File: src/rtl/muldiv_pkg.sv
`default_nettype none
// +----------------------------------------------------------------------------+
// | Module   : muldiv_pkg                                                      |
// | Purpose  : Shared definitions for the iterative multiply/divide unit:      |
// |            HI/LO opcode encodings, FSM state encodings and the iteration   |
// |            counter width helper.                                           |
// | Ports    : none (package)                                                  |
// | Revision : 1.0 - initial release                                           |
// +----------------------------------------------------------------------------+
package muldiv_pkg;

  // Opcodes presented on the op port by the EX stage
  localparam logic [2:0] OP_MULT  = 3'd0;
  localparam logic [2:0] OP_MULTU = 3'd1;
  localparam logic [2:0] OP_DIV   = 3'd2;
  localparam logic [2:0] OP_DIVU  = 3'd3;
  localparam logic [2:0] OP_MTHI  = 3'd4;
  localparam logic [2:0] OP_MTLO  = 3'd5;

  // FSM state encodings
  localparam logic [1:0] ST_IDLE = 2'd0;
  localparam logic [1:0] ST_MUL  = 2'd1;
  localparam logic [1:0] ST_DIV  = 2'd2;
  localparam logic [1:0] ST_FIX  = 2'd3;

  // Counter must hold the largest iteration count, which is WIDTH itself
  function automatic int cnt_width(input int w);
    return $clog2(w + 1);
  endfunction

endpackage
`default_nettype wire

File: src/rtl/muldiv_sign_fix.sv
`default_nettype none
// +----------------------------------------------------------------------------+
// | Module   : muldiv_sign_fix                                                 |
// | Purpose  : Combinational conditional two's-complement negate. Used both to |
// |            take magnitudes of operands at load time and to restore the     |
// |            result signs at the end of an operation.                        |
// | Ports    : val [W-1:0] in  - value to process                              |
// |            neg         in  - 1 = negate, 0 = pass through                  |
// |            res [W-1:0] out - processed value                               |
// | Revision : 1.0 - initial release                                           |
// +----------------------------------------------------------------------------+
module muldiv_sign_fix #(
  parameter int W = 32
) (
  input  logic [W-1:0] val,
  input  logic         neg,
  output logic [W-1:0] res
);

  assign res = neg ? (~val + {{(W-1){1'b0}}, 1'b1}) : val;

endmodule
`default_nettype wire

File: src/rtl/muldiv_unit.sv
`default_nettype none
// +----------------------------------------------------------------------------+
// | Module   : muldiv_unit                                                     |
// | Purpose  : Iterative signed/unsigned multiply and divide with HI/LO        |
// |            registers. Multiply retires MUL_RADIX_BITS multiplier bits per  |
// |            cycle (shift-add); divide is restoring, one quotient bit per    |
// |            cycle. A final FIX cycle restores signs and writes HI/LO.       |
// | Ports    : clk         in  - rising-edge clock                             |
// |            rst         in  - asynchronous active-low reset                 |
// |            start       in  - request, sampled only while not busy          |
// |            op[2:0]     in  - MULT/MULTU/DIV/DIVU/MTHI/MTLO                 |
// |            a, b        in  - rs / rt operands                              |
// |            flush       in  - abort in-flight operation / suppress start    |
// |            busy        out - unit occupied                                 |
// |            done        out - one-cycle pulse when HI/LO written by mul/div |
// |            div_by_zero out - one-cycle pulse with done for divide by zero  |
// |            hi, lo      out - architectural HI/LO registers                 |
// | Revision : 1.0 - initial release                                           |
// +----------------------------------------------------------------------------+
module muldiv_unit
  import muldiv_pkg::*;
#(
  parameter int WIDTH          = 32,
  parameter int MUL_RADIX_BITS = 1
) (
  input  logic             clk,
  input  logic             rst,
  input  logic             start,
  input  logic [2:0]       op,
  input  logic [WIDTH-1:0] a,
  input  logic [WIDTH-1:0] b,
  input  logic             flush,
  output logic             busy,
  output logic             done,
  output logic             div_by_zero,
  output logic [WIDTH-1:0] hi,
  output logic [WIDTH-1:0] lo
);

  localparam int R     = MUL_RADIX_BITS;
  localparam int CNT_W = cnt_width(WIDTH);
  localparam logic [CNT_W-1:0] c_mul_iters = CNT_W'(WIDTH / MUL_RADIX_BITS);
  localparam logic [CNT_W-1:0] c_div_iters = CNT_W'(WIDTH);
  localparam logic [CNT_W-1:0] c_one       = CNT_W'(1);

  logic [1:0]         r_state;
  logic [CNT_W-1:0]   r_cnt;
  // MUL: {partial product, remaining multiplier}; DIV: {remainder, dividend/quotient}
  logic [2*WIDTH-1:0] r_acc;
  logic [WIDTH-1:0]   r_opd;      // multiplicand (MUL) or divisor (DIV) magnitude
  logic               r_neg_res;  // negate product / quotient in FIX
  logic               r_neg_rem;  // negate remainder in FIX (dividend sign)
  logic               r_is_div;
  logic [WIDTH-1:0]   r_hi, r_lo;
  logic               r_done, r_dbz;

  // ---------------- operand load ----------------
  logic             w_signed;
  logic [WIDTH-1:0] w_abs_a, w_abs_b;

  assign w_signed = (op == OP_MULT) || (op == OP_DIV);

  muldiv_sign_fix #(.W(WIDTH)) u_abs_a (.val(a), .neg(w_signed & a[WIDTH-1]), .res(w_abs_a));
  muldiv_sign_fix #(.W(WIDTH)) u_abs_b (.val(b), .neg(w_signed & b[WIDTH-1]), .res(w_abs_b));

  // ---------------- multiply step ----------------
  // Add multiplicand * low digit into the upper half, then shift the whole
  // accumulator right by R. The W+R-bit sum cannot overflow.
  logic [R-1:0]       w_digit;
  logic [WIDTH+R-1:0] w_partial, w_upper;
  logic [2*WIDTH-1:0] w_mul_next;

  assign w_digit    = r_acc[R-1:0];
  assign w_partial  = (WIDTH+R)'(r_opd) * (WIDTH+R)'(w_digit);
  assign w_upper    = (WIDTH+R)'(r_acc[2*WIDTH-1:WIDTH]) + w_partial;
  assign w_mul_next = {w_upper, r_acc[WIDTH-1:R]};

  // ---------------- divide step ----------------
  // Shifted remainder needs WIDTH+1 bits because the old remainder can be
  // as large as divisor-1 before doubling.
  logic [WIDTH:0]     w_rem_sh;
  logic               w_div_ge;
  logic [WIDTH-1:0]   w_rem_sub, w_rem_new;
  logic [2*WIDTH-1:0] w_div_next;

  assign w_rem_sh   = {r_acc[2*WIDTH-1:WIDTH], r_acc[WIDTH-1]};
  assign w_div_ge   = w_rem_sh >= {1'b0, r_opd};
  // Result is < divisor when taken, so the low WIDTH bits are exact
  assign w_rem_sub  = w_rem_sh[WIDTH-1:0] - r_opd;
  assign w_rem_new  = w_div_ge ? w_rem_sub : w_rem_sh[WIDTH-1:0];
  assign w_div_next = {w_rem_new, r_acc[WIDTH-2:0], w_div_ge};

  // ---------------- sign restoration ----------------
  logic [2*WIDTH-1:0] w_prod_fix;
  logic [WIDTH-1:0]   w_quo_fix, w_rem_fix;

  muldiv_sign_fix #(.W(2*WIDTH)) u_fix_prod (.val(r_acc), .neg(r_neg_res), .res(w_prod_fix));
  muldiv_sign_fix #(.W(WIDTH)) u_fix_quo (.val(r_acc[WIDTH-1:0]), .neg(r_neg_res), .res(w_quo_fix));
  muldiv_sign_fix #(.W(WIDTH)) u_fix_rem (.val(r_acc[2*WIDTH-1:WIDTH]), .neg(r_neg_rem), .res(w_rem_fix));

  // ---------------- control ----------------
  always_ff @(posedge clk or negedge rst) begin
    if (!rst) begin
      r_state   <= ST_IDLE;
      r_cnt     <= '0;
      r_acc     <= '0;
      r_opd     <= '0;
      r_neg_res <= 1'b0;
      r_neg_rem <= 1'b0;
      r_is_div  <= 1'b0;
      r_hi      <= '0;
      r_lo      <= '0;
      r_done    <= 1'b0;
      r_dbz     <= 1'b0;
    end else begin
      r_done <= 1'b0;
      r_dbz  <= 1'b0;
      case (r_state)
        ST_IDLE: begin
          if (start && !flush) begin
            case (op)
              OP_MULT, OP_MULTU: begin
                r_opd     <= w_abs_a;
                r_acc     <= {{WIDTH{1'b0}}, w_abs_b};
                r_neg_res <= w_signed & (a[WIDTH-1] ^ b[WIDTH-1]);
                r_neg_rem <= 1'b0;
                r_is_div  <= 1'b0;
                r_cnt     <= c_mul_iters;
                r_state   <= ST_MUL;
              end
              OP_DIV, OP_DIVU: begin
                if (b == '0) begin
                  // HI/LO left untouched; just report completion
                  r_done <= 1'b1;
                  r_dbz  <= 1'b1;
                end else begin
                  r_opd     <= w_abs_b;
                  r_acc     <= {{WIDTH{1'b0}}, w_abs_a};
                  r_neg_res <= w_signed & (a[WIDTH-1] ^ b[WIDTH-1]);
                  r_neg_rem <= w_signed & a[WIDTH-1];
                  r_is_div  <= 1'b1;
                  r_cnt     <= c_div_iters;
                  r_state   <= ST_DIV;
                end
              end
              OP_MTHI: r_hi <= a;
              OP_MTLO: r_lo <= a;
              default: ;
            endcase
          end
        end
        ST_MUL, ST_DIV: begin
          if (flush) begin
            r_state <= ST_IDLE;
          end else begin
            r_acc <= (r_state == ST_DIV) ? w_div_next : w_mul_next;
            r_cnt <= r_cnt - c_one;
            if (r_cnt == c_one) r_state <= ST_FIX;
          end
        end
        ST_FIX: begin
          r_state <= ST_IDLE;
          if (!flush) begin
            if (r_is_div) begin
              r_hi <= w_rem_fix;
              r_lo <= w_quo_fix;
            end else begin
              {r_hi, r_lo} <= w_prod_fix;
            end
            r_done <= 1'b1;
          end
        end
        default: r_state <= ST_IDLE;
      endcase
    end
  end

  assign busy        = (r_state != ST_IDLE);
  assign done        = r_done;
  assign div_by_zero = r_dbz;
  assign hi          = r_hi;
  assign lo          = r_lo;

endmodule
`default_nettype wire

File: config.mk
export PLATFORM = sky130hd
export DESIGN_NAME = muldiv_unit
export DESIGN_NICKNAME = d
export VERILOG_FILES = /design/src/rtl/muldiv_pkg.sv /design/src/rtl/muldiv_sign_fix.sv /design/src/rtl/muldiv_unit.sv
export SDC_FILE = /design/constraint.sdc
export NUM_CORES = 1
export LEC_CHECK = 0
export BUFFER_PORTS_ARGS = -buffer_cell sky130_fd_sc_hd__buf_2
export CORE_UTILIZATION = 50
export CTS_BUF_LIST = sky130_fd_sc_hd__clkbuf_8 sky130_fd_sc_hd__clkbuf_16
export CTS_CLUSTER_DIAMETER = 40
export CTS_CLUSTER_SIZE = 12
export DETAILED_ROUTE_END_ITERATION = 10
export GPL_TIMING_DRIVEN = 0
export PLACE_DENSITY_LB_ADDON = 0.25
export SYNTH_ARGS = -nofsm -noshare
export SYNTH_HDL_FRONTEND = slang
export SYNTH_SLANG_ARGS = --single-unit
File: constraint.sdc
create_clock -name clk -period 3 [get_ports clk]
set_input_delay 0.6 -clock clk [delete_from_list [all_inputs] [get_ports clk]]
set_output_delay 0.6 -clock clk [all_outputs]
set_load 0.01 [all_outputs]
==> impl_metrics.tcl, run 1 <==
set metrics [dict create \
    slowest_stage "dfrtp_2" \
    postSynthAreaPerCell_sq_um 7.73 \
    setup_tns_ns -2.46 \
    drt_iter0_markers 2272 \
    drive_above_1_share_pct 25.1 \
    min_period_ns 3.24 \
    core.rowCount 64 \
    nFillCells 2717 \
    synth_seq_area_share_pct 27.8 \
    end_kind "flop" \
    ir_drop_uv 623 \
    yosys_register_bits 173 \
    place.gp.congestion 1.02 \
    dp.cells 2550 \
    worstSetupPathType "flop to flop" \
    vias 17500 \
    ant_nets 0 \
    cap_violations 0 \
    core_sq_um 30600 \
    wl_per_cell_microns 25.0 \
    max_freq_mhz 309 \
    netlist_area_sq_um 15600 \
    hpwlAfterDp_microns 50400 \
    clockPowerShare_pct 9.3 \
    path_cells "clkinv_4, buf_8, nor2_4, ha_4, o211ai_1, a21oi_4, o41a_1, a31oi_4, a211oi_4, o41ai_4, a2111oi_4, nor4_1, o31ai_1" \
    drc 0 \
    initial_core_util_pct 50.9 \
    violations "setup timing" \
    setup_slack_ns -0.237 \
    synth_cells 2016 \
    cts-root-buf "clkbuf_16" \
    crit_cells 13 \
    cts.clk_slew.worst_paths_ns 0.07 \
    die-area_sq_um 31900 \
    dpl_cell_area_sq_um 16800 \
    p_comb_share_pct 70.4 \
    hp-class "input port to async pin" \
    worstPathRequired_ns 3.35 \
    grt_setup_unrepaired "true" \
    p_leak_nw 8.30 \
    internal_power_w 0.0118 \
    cpPeakStageDelay_ns 0.42 \
    tightest_slew_ns 0.789 \
    post_synth_num_cell_types 79 \
    fin_area_sq_um 19600 \
    nNetsFinal 2407 \
    crit_buf_inv 2 \
    switching_share_pct 51.8 \
    max_slew_margin_pct 46.9 \
    ys.flop_type "dfrtp_1" \
    grt_antenna_before_repair 2 \
    finalNonFillerCells 2671 \
    arrival_ns 3.59 \
    hold_buffers 0 \
    portBuffers 137 \
    finalClockSkew_ns 0.0185 \
    hold_ws_ns 0.0609 \
    power_switching_w 0.0127 \
    drtPass1Iterations 6 \
    grt_max_degree 112 \
    overflow 0 \
    cts_tree "yes" \
    clkLatencyLatePin_ns 0.47 \
    status "finished with violations" \
    synth_edf_count 0 \
    yosysWarnings 0 \
    htreeDepth 4 \
    path_delay_family "compound AO/OA/AOI/OAI gates" \
    synthesis.nets 2162 \
    utilization_pct 64.2 \
    grt_pass1_wl_microns 97900 \
    die_y_microns 179 \
    slew_violations 0 \
    worstSetupStartpointType "flop" \
    die-width_microns 179 \
    via_per_inst 6.54 \
    numCtsBuffers 17 \
    yosys.area.top_type "dfrtp_1" \
    ys_top_cells_by_area "dfrtp_1 (28%), o21ai_0 (6.6%), a21oi_1 (6.2%)" \
    io_pins 138 \
    final-setup-viol-count 30 \
    async_reset_ff_share_pct 100 \
    p_per_area_nw_per_um2 1250 \
    synth_top_area_share_pct 27.8 \
    cts_buffer_depth 2 \
    wl_microns 66800 \
    first_global_vias 16000 \
    grt_util_all_layers_pct 41.6 \
    cp_max_fo 6 \
    cts_num_sinks 173 \
    reg2reg_depth 13 \
    area_growth_syn_to_layout_pct 26.1 \
    hold_viol_final 0 \
    pwr-share-seq_pct 20.4 \
    final.period_utilization_pct 108 \
]
-- path summary, 6_finish.rpt --
kind                          start         to  slack [ns]
max reg2reg                r_acc[0]  r_acc[63]       -0.24
min in group clk              flush       done        0.41
min                             rst      lo[4]        0.06
max                        r_acc[0]  r_acc[63]       -0.24
min reg2reg                   hi[3]      hi[3]        0.47
max in group asynchronous       rst  r_acc[12]        1.91
-- state kept, by name (all words and copies together) (netlist names) --
register / count
r_neg_rem: 1
r_state: 2
r_opd: 32
r_cnt: 6
r_neg_res: 1
div_by_zero: 1
done: 1
hi: 32
r_acc: 64
r_is_div: 1
lo: 32
-- cell usage in the layout (no fill, tap or decap), types with 12 or more instances in the layout --
master     Yosys  routed
nand2b_1      13      12
o21ai_0      204     165
dfrtp_1      173     147
nor2_1       209     199
clkbuf_1      96      67
buf_2          8     140
xor2_1        86      74
nand2_1      218     214
a31oi_1       18      14
o31ai_1       24      20
a21o_1        50      50
a22oi_1       24      22
inv_1         71      60
buf_4          3      98
o21ai_1        2      26
nand4_1       15      15
nand3_1       24      22
xnor2_1       87      82
clkbuf_16      0      18
o211ai_1      13      13
dfrtp_2        0      26
ha_4           0      21
ha_1          73      42
mux2_2        29      29
mux2i_1       44      39
a211oi_1      55      46
nor3_1        36      36
a21oi_1      193     173
a21oi_2        0      17
or3_1         20      17
-- logic make-up after synthesis --
kind of cell | count (synthesis) | share of synthesized area [%]
AOI/OAI and AO/OA | 683 | 27.0
xor gates and xnor gates | 173 | 9.72
adders and majority gates | 75 | 6.12
buffers and inverters | 198 | 5.53
DFF | 173 | 27.8
muxes | 73 | 4.92
and+or+nand+nor | 641 | 18.9
-- power groups by stage --
stage	combinational, W	clock (W)	sequential (W)
6_report	0.0173	0.00227	0.00501
5_1_grt	0.0185	0.00233	0.00505
4_1_cts	0.0155	0.00226	0.00482
3_5_place_dp	0.0135	0	0.00480
3_3_place_gp	0.0134	0	0.00477
2_1_floorplan	0.00951	0	0.00439
-- layout make-up --
class / count / area, sq um / share of cell area, %
multi-input cells: 1645 / 11700 / 59.6
flip-flops and latches: 173 / 4360 / 22.2
repair buffers: 245 / 1620 / 8.24
plain buffers: 106 / 609 / 3.10
well taps: 396 / 495 / 2.52
clock buffers: 17 / 425 / 2.17
inverters: 73 / 284 / 1.45
clock inverters: 14 / 135 / 0.688
diodes: 2 / 5.00 / 0.0255
-- timing repair --
action | CTS | global route
endpoints found under the setup margin | 123 | 107
pin swaps | 61 | 55
setup buffers | 61 | 45
resized for setup | 201 | 161
cloned | 1 | 1
-- synth_stat cells (7+ instances only) --
master / count
a211oi_1: 55
a21o_1: 50
a21oi_1: 193
a221oi_1: 9
a22oi_1: 24
a31oi_1: 18
and2_1: 12
and3_1: 8
buf_2: 8
clkbuf_1: 96
clkbuf_8: 8
dfrtp_1: 173
ha_1: 73
inv_1: 71
mux2_2: 29
mux2i_1: 44
nand2_1: 218
nand2b_1: 13
nand3_1: 24
nand3b_1: 7
nand4_1: 15
nor2_1: 209
nor2b_1: 14
nor3_1: 36
nor4_1: 22
o211ai_1: 13
o21a_1: 10
o21ai_0: 204
o21bai_1: 10
o22ai_1: 7
o31ai_1: 24
o41ai_1: 7
or2_2: 7
or3_1: 20
or4_1: 14
xnor2_1: 87
xor2_1: 86
-- routing by layer --
metal  up-vias  routed length, microns  track usage, %
met5         -                       0               0
met3       197                    7340            9.10
met1      8419                   28200            59.0
met2      1100                   27900            58.8
li1       7757                       -               -
met4         0                    3330            21.1
-- worst register-to-register path, stage by stage (launching register included) --
cell and delay (ns):
dfrtp_2 0.42, clkinv_4 0.11, buf_8 0.17, nor2_4 0.10, ha_4 0.21, o211ai_1 0.27, a21oi_4 0.06, o41a_1 0.42
a31oi_4 0.42, a211oi_4 0.14, o41ai_4 0.32, a2111oi_4 0.13, nor4_1 0.26, o31ai_1 0.09
-- per-stage QoR --
stage                     setup slack (ns)  total power (W)
after floorplan                     0.0219           0.0139
after global placement               -1.59           0.0181
after detailed placement             -1.50           0.0183
after CTS                           -0.161           0.0226
after global routing                -0.312           0.0259
final                               -0.237           0.0246
No activity file was read; power rests on OpenSTA's default activity.
==> inputs of run 2 (changes only) <==
clock period = 2.87 ns   (was 3 ns; I/O delays follow)
==> impl_metrics.tcl, run 2 (same netlist as run 1, synthesis figures left out) <==
set metrics [dict create \
    status "finished with violations" \
    violations "setup timing" \
    largest_register_ffs 64 \
    wl_per_cell_microns 24.8 \
    worstSetupPathType "flop to flop" \
    end_kind "flop" \
    ant_nets 0 \
    io_pins 138 \
    via_per_inst 6.64 \
    die_y_microns 179 \
    dr.max_layer_used "met5" \
    drtPass1Iterations 6 \
    htreeDepth 4 \
    core.rowCount 64 \
    grt_setup_unrepaired "true" \
    setup_tns_ns -7.69 \
    top_register "r_acc" \
    die-area_sq_um 31900 \
    die-width_microns 179 \
    nFillCells 2547 \
    area_growth_syn_to_layout_pct 30.3 \
    max_slew_margin_pct 40.4 \
    initial_core_util_pct 50.9 \
    drive_above_1_share_pct 28.3 \
    overflow 0 \
    numCtsBuffers 17 \
    worstPathRequired_ns 3.21 \
    hold_viol_final 0 \
    vias 17900 \
    grt_util_all_layers_pct 40.4 \
    grt_pass1_wl_microns 96400 \
    grt_antenna_before_repair 0 \
    hp-class "input port to async pin" \
    final.period_utilization_pct 112 \
    core_sq_um 30600 \
    ir_drop_uv 682 \
    setup_slack_ns -0.358 \
    cap_violations 0 \
    p_leak_nw 8.53 \
    utilization_pct 66.4 \
    worstSetupStartpointType "flop" \
    cts.clk_slew.worst_paths_ns 0.09 \
    place_worst_setup_slack_ns -1.21 \
    cts_buffer_depth 2 \
    drc 0 \
    cts_num_sinks 173 \
    hold_ws_ns 0.153 \
    layout_common_cells "nand2_1 (206), nor2_1 (195), a21oi_1 (169)" \
    max_freq_mhz 310 \
    clkLatencyLatePin_ns 0.46 \
    mostFrequentLayoutCell "nand2_1" \
    arrival_ns 3.57 \
    wl_met3_microns 8450 \
    min_period_ns 3.23 \
    place.gp.congestion 1.06 \
    cts-root-buf "clkbuf_16" \
    met1_length_microns 25800 \
    multi_input_area_sq_um 12100 \
    grt_max_degree 96 \
    reg2reg_slack_ns -0.36 \
    tightest_slew_ns 0.894 \
    seq_area_sq_um 4370 \
    cts_tree "yes" \
    hpwlAfterDp_microns 48100 \
    slew_violations 0 \
    wl_microns 66800 \
    nNetsFinal 2427 \
    hold_buffers 0 \
    finalClockSkew_ns 0.0185 \
    p_per_area_nw_per_um2 1300 \
    drt_iter0_markers 2338 \
    final-setup-viol-count 50 \
    first_global_vias 16300 \
    portBuffers 137 \
    wl_met2_microns 28000 \
    cp_max_fo 6 \
]
## run 2: cell count changes in the layout (fill, tap and decap cells not counted), sizes merged
cell      change
buf          +20
inv           -2
clkbuf        +1
clkinv        +1
clkinvlp      +1
diode         -1
## run 2: final timing paths
check | start | endpoint | depth (start not counted)
max | r_acc[0] | r_acc[50] | 17
min | rst | lo[14] | 1
max reg2reg | r_acc[0] | r_acc[50] | 17
min reg2reg | lo[27] | lo[27] | 1
max in group asynchronous | rst | r_acc[52] | 2
min in group clk | flush | done | 2
## run 2: area by class of cell
| cell class | instances | share of cell area (%) |
|---|---|---|
| sequential | 173 | 21.5 |
| timing repair buffer | 265 | 8.95 |
| buffer | 106 | 2.93 |
| clock inverter | 14 | 0.937 |
| clock buffer | 18 | 2.16 |
| tap | 396 | 2.44 |
| inverter | 73 | 1.43 |
| multi-input combinational | 1645 | 59.6 |
| antenna | 1 | 0.0123 |
## run 2: worst max-delay path, stage by stage (launching register included)
cell,delay [ns]
dfrtp_2,0.45
clkinv_4,0.12
buf_6,0.15
buf_6,0.12
buf_6,0.12
nor2_2,0.14
ha_4,0.25
buf_4,0.13
a21oi_2,0.16
o21ai_2,0.09
a21oi_4,0.20
o31ai_4,0.12
buf_4,0.18
a41oi_4,0.23
o21ai_2,0.08
xnor2_1,0.23
mux2i_1,0.12
a22o_1,0.23
## run 2: report_power, final
group,internal (W),total (W),switching (W),leakage [nW]
sequential,0.00357,0.00522,0.00165,2.09
clock,0.00129,0.00260,0.00130,0.303
combinational,0.00787,0.0186,0.0107,6.13
total,0.0127,0.0264,0.0137,8.53
## run 2: layer usage
metal	vias to the layer above	GRT usage (%)
li1	7791	-
met1	8489	53.2
met2	1302	59.2
met3	289	11.1
met4	2	22.7
met5	-	1.44
## run 2: what timing repair did
item                       CTS  global route
pin swaps                   85           123
setup buffers               71            60
resized for setup          244           233
setup endpoints to repair  127           119
gates cloned                 0             1
## run 2: metrics by stage
stage                     cell area [sq um]  total power [W]  std cells
after floorplan                       15700           0.0146       2016
after global placement                16800           0.0188       2549
after detailed placement              16900           0.0190       2550
after CTS                             19000           0.0236       2641
after global routing                  20300           0.0277       2690
final                                 20300           0.0264       2691
